File: src/rtl/alu_issue_scheduler.sv
// Round-robin issue of NumReq requesters onto one shared 1-cycle ALU, with a 2-entry result FIFO toward the CDB.
// Define ALU_SCHED_STATS_EN to add the stat_issued_o / stat_stall_o counters.
module alu_issue_scheduler #(
  parameter int NumReq            = 4,
  parameter int DatapathWidth     = 32,
  parameter int AluOperationWidth = 5,
  parameter int TagWidth          = 4
) (
  input  logic                                  clk_i,
  input  logic                                  rst_ni,
  input  logic [NumReq-1:0]                     req_valid_i,
  output logic [NumReq-1:0]                     req_ready_o,
  input  logic [NumReq*AluOperationWidth-1:0]   req_op_i,
  input  logic [NumReq*DatapathWidth-1:0]       req_operand1_i,
  input  logic [NumReq*DatapathWidth-1:0]       req_operand2_i,
  input  logic [NumReq*DatapathWidth-1:0]       req_immediate_i,
  input  logic [NumReq*DatapathWidth-1:0]       req_pc_i,
  input  logic [NumReq*TagWidth-1:0]            req_tag_i,
  output logic [AluOperationWidth-1:0]          alu_operation_o,
  output logic [DatapathWidth-1:0]              alu_operand1_o,
  output logic [DatapathWidth-1:0]              alu_operand2_o,
  output logic [DatapathWidth-1:0]              alu_immediate_o,
  output logic [DatapathWidth-1:0]              alu_pc_o,
  input  logic [DatapathWidth-1:0]              alu_result_i,
  input  logic                                  alu_branch_taken_i,
  output logic                                  cdb_valid_o,
  input  logic                                  cdb_ready_i,
  output logic [TagWidth-1:0]                   cdb_tag_o,
  output logic [DatapathWidth-1:0]              cdb_result_o,
  output logic                                  cdb_branch_taken_o
`ifdef ALU_SCHED_STATS_EN
  ,
  output logic [31:0]                           stat_issued_o,
  output logic [31:0]                           stat_stall_o
`endif
);

  localparam int PtrW = (NumReq > 1) ? $clog2(NumReq) : 1;

  logic [PtrW-1:0]          rr_q;
  logic                     inflight_q;
  logic [TagWidth-1:0]      tag_q;
  logic [1:0]               fifo_cnt_q;
  logic                     wr_ptr_q;
  logic                     rd_ptr_q;
  logic [TagWidth-1:0]      fifo_tag_q    [2];
  logic [DatapathWidth-1:0] fifo_result_q [2];
  logic                     fifo_branch_q [2];

  logic                     grant_any;
  logic [PtrW-1:0]          grant_idx;
  logic [2:0]               occupancy;
  logic                     issue_ok;
  logic                     issue;
  logic                     push;
  logic                     pop;

  // Search forward from the rr pointer, wrapping modulo NumReq.
  always_comb begin
    logic [PtrW:0]   sum;
    logic [PtrW-1:0] cand;
    grant_any = 1'b0;
    grant_idx = '0;
    sum       = '0;
    cand      = '0;
    for (int k = 0; k < NumReq; k++) begin
      sum = {1'b0, rr_q} + (PtrW+1)'(k);
      if (sum >= (PtrW+1)'(NumReq)) sum = sum - (PtrW+1)'(NumReq);
      cand = sum[PtrW-1:0];
      if (!grant_any && req_valid_i[cand]) begin
        grant_any = 1'b1;
        grant_idx = cand;
      end
    end
  end

  // Credits: FIFO entries plus the op in the ALU must leave room for one more result.
  assign pop       = cdb_valid_o & cdb_ready_i;
  assign push      = inflight_q;
  assign occupancy = {1'b0, fifo_cnt_q} + {2'b00, inflight_q} - {2'b00, pop};
  assign issue_ok  = rst_ni && (occupancy < 3'd2);
  assign issue     = issue_ok & grant_any;

  always_comb begin
    req_ready_o = '0;
    if (issue) req_ready_o[grant_idx] = 1'b1;
  end

  always_comb begin
    alu_operation_o = '0;
    alu_operand1_o  = '0;
    alu_operand2_o  = '0;
    alu_immediate_o = '0;
    alu_pc_o        = '0;
    if (issue) begin
      alu_operation_o = req_op_i[grant_idx*AluOperationWidth +: AluOperationWidth];
      alu_operand1_o  = req_operand1_i[grant_idx*DatapathWidth +: DatapathWidth];
      alu_operand2_o  = req_operand2_i[grant_idx*DatapathWidth +: DatapathWidth];
      alu_immediate_o = req_immediate_i[grant_idx*DatapathWidth +: DatapathWidth];
      alu_pc_o        = req_pc_i[grant_idx*DatapathWidth +: DatapathWidth];
    end
  end

  always_ff @(posedge clk_i or negedge rst_ni) begin
    if (!rst_ni) begin
      rr_q       <= '0;
      inflight_q <= 1'b0;
      tag_q      <= '0;
    end else begin
      inflight_q <= issue;
      if (issue) begin
        tag_q <= req_tag_i[grant_idx*TagWidth +: TagWidth];
        rr_q  <= (grant_idx == PtrW'(NumReq-1)) ? '0 : grant_idx + PtrW'(1);
      end
    end
  end

  // With two entries full a push never coincides with a needed slot, so write-then-read order is safe.
  always_ff @(posedge clk_i or negedge rst_ni) begin
    if (!rst_ni) begin
      fifo_cnt_q <= '0;
      wr_ptr_q   <= 1'b0;
      rd_ptr_q   <= 1'b0;
      for (int e = 0; e < 2; e++) begin
        fifo_tag_q[e]    <= '0;
        fifo_result_q[e] <= '0;
        fifo_branch_q[e] <= 1'b0;
      end
    end else begin
      if (push) begin
        fifo_tag_q[wr_ptr_q]    <= tag_q;
        fifo_result_q[wr_ptr_q] <= alu_result_i;
        fifo_branch_q[wr_ptr_q] <= alu_branch_taken_i;
        wr_ptr_q                <= ~wr_ptr_q;
      end
      if (pop) rd_ptr_q <= ~rd_ptr_q;
      case ({push, pop})
        2'b10:   fifo_cnt_q <= fifo_cnt_q + 2'd1;
        2'b01:   fifo_cnt_q <= fifo_cnt_q - 2'd1;
        default: fifo_cnt_q <= fifo_cnt_q;
      endcase
    end
  end

  assign cdb_valid_o        = (fifo_cnt_q != 2'd0);
  assign cdb_tag_o          = fifo_tag_q[rd_ptr_q];
  assign cdb_result_o       = fifo_result_q[rd_ptr_q];
  assign cdb_branch_taken_o = fifo_branch_q[rd_ptr_q];

  fifo_no_overflow: assert property (@(posedge clk_i) disable iff (!rst_ni)
    !(push && !pop && fifo_cnt_q == 2'd2));

`ifdef ALU_SCHED_STATS_EN
  always_ff @(posedge clk_i or negedge rst_ni) begin
    if (!rst_ni) begin
      stat_issued_o <= '0;
      stat_stall_o  <= '0;
    end else begin
      if (issue) stat_issued_o <= stat_issued_o + 32'd1;
      if (|req_valid_i && !issue) stat_stall_o <= stat_stall_o + 32'd1;
    end
  end
`endif

endmodule
File: config.mk
export PLATFORM = sky130hd
export DESIGN_NAME = alu_issue_scheduler
export DESIGN_NICKNAME = d
export VERILOG_FILES = /design/src/rtl/alu_issue_scheduler.sv
export SDC_FILE = /design/constraint.sdc
export NUM_CORES = 1
export LEC_CHECK = 0
export ABC_AREA = 1
export CORE_AREA = 2 2 298 300
export CTS_CLUSTER_SIZE = 16
export DETAILED_ROUTE_END_ITERATION = 10
export DIE_AREA = 0 0 300 302
export SYNTH_ARGS = -nofsm -noshare
export SYNTH_HDL_FRONTEND = slang
export SYNTH_SLANG_ARGS = --single-unit
File: constraint.sdc
create_clock -name clk_i -period 3.85 [get_ports clk_i]
set_input_delay 0.5775 -clock clk_i [delete_from_list [all_inputs] [get_ports clk_i]]
set_output_delay 0.5775 -clock clk_i [all_outputs]
set_load 0.02 [all_outputs]
==> impl_metrics.tcl, run 1 <==
set metrics [dict create \
    swShare 0.578 \
    final_layout_size_suffix_gt1_frac 0.109 \
    grt_pass1_vias 15500 \
    share_seq_of_total_power 0.069 \
    synthMuxAreaShare 0 \
    synth_largest_area_cell "nand2_1" \
    die-width_um 300 \
    synth_cells 2167 \
    yosysMostFrequentCell "nand2_1" \
    fin_skew_ns 0.00840 \
    hpwl_um 55100 \
    clk_path_buf_depth 2 \
    yosys_warnings 0 \
    cts-root-buf "clkbuf_16" \
    synth_top_family_by_area "simple AND/OR/NAND/NOR gates" \
    clk_latency_ns 0.35 \
    worst_setup_path_end_kind "output pin" \
    synth_fa_ha_area_frac 0.00629 \
    clock_sinks 85 \
    rows 109 \
    grt_pass1_wl_um 95400 \
    fin_crit_ns 3.66 \
    worst_slack_ns 0.191 \
    grt_max_degree 62 \
    grt-ovfl-total 0 \
    area_delta_synth_final_pct 90.9 \
    cts_tree "yes" \
    rsz0062_at_grt "false" \
    maxCapViolCount 0 \
    synth-edff-count 0 \
    synth_area_leaders "nand2_1 (22%), inv_1 (20%), dfrtp_1 (19%)" \
    drt_iter0_drc 1017 \
    finalCritPeriodShare 0.950 \
    worstPathArrival_ns 3.08 \
    avgSynthCellArea_um2 5.14 \
    core_region_area_um2 87600 \
    clk_pin_slew_ns 0.07 \
    multiInputGateArea_um2 6130 \
    initial_core_util 0.127 \
    outcome "complete, no violations" \
    synth_xor_area_frac 0.00157 \
    drt_wl_total_um 67900 \
    drc 0 \
    placed_cell_area_um2 21100 \
    r2r-start "fifo_cnt_q[0]" \
    finalSetupTns_ns 0 \
    grt_use_total 0.138 \
    nets 3537 \
    power.leakage_nw 11.4 \
    fmax_mhz 273 \
    finalHoldViolations 0 \
    clockPowerShare 0.037 \
    ys_ff_latch 85 \
    die_area_um2 90600 \
    ys_seq_area_frac 0.191 \
    crit_path_max_fanout 29 \
    routabilityCongestion 0.949 \
    io_pins 763 \
    nFillCells 9999 \
    async_flop_share 1.00 \
    peakVddDrop_uv 673 \
    fin_area_um2 21300 \
    via_per_inst 3.92 \
    finalSetupViolations 0 \
    cp_data_required_time_ns 3.27 \
    io_buffers 762 \
    comb_power_share 0.893 \
    worstHoldPathType "primary input to async pin" \
    relSlewSlack 0.311 \
    slew_violations 0 \
    dp_slack_ns -0.492 \
    synth_top_area_frac 0.221 \
    intPower_mw 9.61 \
    crit_start "req_valid_i[2]" \
    p_per_area_nw_per_um2 1070 \
    synth_compound_area_frac 0.0957 \
    critical_path_class "primary input to output pin" \
    ys_types 24 \
    antenna_found_initial 12 \
    crit_path_start_kind "primary input" \
    dr_total_vias 16200 \
    seq_area_um2 2130 \
    wl_per_cell_um 16.5 \
    die_y_um 302 \
    ys.flop_type "dfrtp_1" \
    netlist_top_cells_count "nand2_1 (655), inv_1 (602), nand3_1 (283)" \
    syn_area_um2 11100 \
    syn_nets 2760 \
    ant_nets 0 \
    p_switching_mw 13.2 \
    dr.pass1.iters 7 \
    worst_slew_pin_slew_ns 1.03 \
    synth_simple_gate_area_frac 0.435 \
    cts-htree-levels 3 \
    cts_buffers 9 \
]
## stage by stage
stage	total power [mW]	util	instances	hold WS, ns
after detailed placement	22.4	0.241	4092	0.473
after global placement	22.5	0.241	4092	0.466
after CTS	22.6	0.241	4110	0.238
after floorplan	12.1	-	2167	0.282
after global routing	24.7	0.243	4123	0.259
final	22.8	0.243	4123	0.243
## layer usage
layer	vias to the layer above	global-route usage	share of wire
met4	4	0.0402	0.025
met1	7250	0.179	0.44
li1	8116	-	-
met2	698	0.234	0.47
met3	97	0.0248	0.065
met5	-	0	0.00038
## cells in the final DEF, fill, tap and decap left out, types with 12 or more instances in the layout
| cell | instances |
|---|---|
| clkdlybuf4s50_1 | 623 |
| buf_2 | 59 |
| o21ai_0 | 78 |
| nand4_1 | 141 |
| a21oi_2 | 12 |
| nand2_1 | 651 |
| clkdlybuf4s15_2 | 22 |
| dlygate4sd2_1 | 23 |
| dfrtp_1 | 84 |
| nand3_1 | 282 |
| a21oi_1 | 122 |
| buf_4 | 154 |
| inv_1 | 601 |
| buf_12 | 29 |
| clkbuf_16 | 12 |
## power groups by stage
stage               registers (mW)  clock network (mW)  logic [mW]
finish                        1.58               0.844        20.3
global route                  1.63               0.911        22.2
CTS                           1.58               0.876        20.1
detailed placement            1.60                   0        20.8
global placement              1.58                   0        20.9
floorplan                     1.52                   0        10.6
## path summary, 6_finish.rpt
| kind | end | slack (ns) | cells after the start |
|---|---|---|---|
| max reg2reg | rr_q[0] | 1.20 | 18 |
| min | fifo_result_q[18] | 0.24 | 2 |
| min reg2reg | tag_q[3] | 0.49 | 2 |
| min in group clk_i | tag_q[3] | 0.49 | 2 |
| max | alu_operand2_o[28] | 0.19 | 16 |
| max in group asynchronous | rr_q[0] | 2.44 | 3 |
## state kept, by name (all words and copies together) (netlist names)
name,cells
fifo_cnt_q,2
fifo_branch_q,2
wr_ptr_q,1
tag_q,4
fifo_result_q,64
rd_ptr_q,1
fifo_tag_q,8
inflight_q,1
rr_q,2
## area by class of cell
type	instances	area share
Multi-Input combinational cell	1315	0.288
Clock buffer	9	0.0106
Clock inverter	7	0.00271
Antenna cell	9	0.00106
Inverter	608	0.108
Tap cell	1165	0.0685
Sequential cell	85	0.100
Timing Repair Buffer	925	0.421
## logic make-up after synthesis
group,count (synthesis)
xor+xnor,2
flops,85
fa+ha+maj,5
compound gates,213
buf+inv,767
simple gates,1095
## critical path: stages
cell	delay (ns)
clkdlybuf4s50_1	0.45
inv_1	0.09
nand2_1	0.07
nand3_1	0.11
nand2_2	0.09
nor2_4	0.17
nand3_4	0.11
nand3_4	0.11
buf_12	0.14
inv_4	0.06
buf_12	0.16
buf_4	0.18
nand2_1	0.16
nand3_1	0.11
a21oi_1	0.14
clkdlybuf4s15_1	0.31
## timing repair
item                       CTS  global route
pin swaps                    0             0
gates resized for setup    435            30
setup buffers                2             1
hold buffers                 0             0
setup endpoints to repair  134           111
cloned                       0             3
No activity file was read; power rests on OpenSTA's default activity.
==> run 2, diff against run 1 <==
CAP_MARGIN = 20   (was not set)
==> results of run 2 <==
Same layout as run 1: the final DEF is identical, and so are final timing and power.
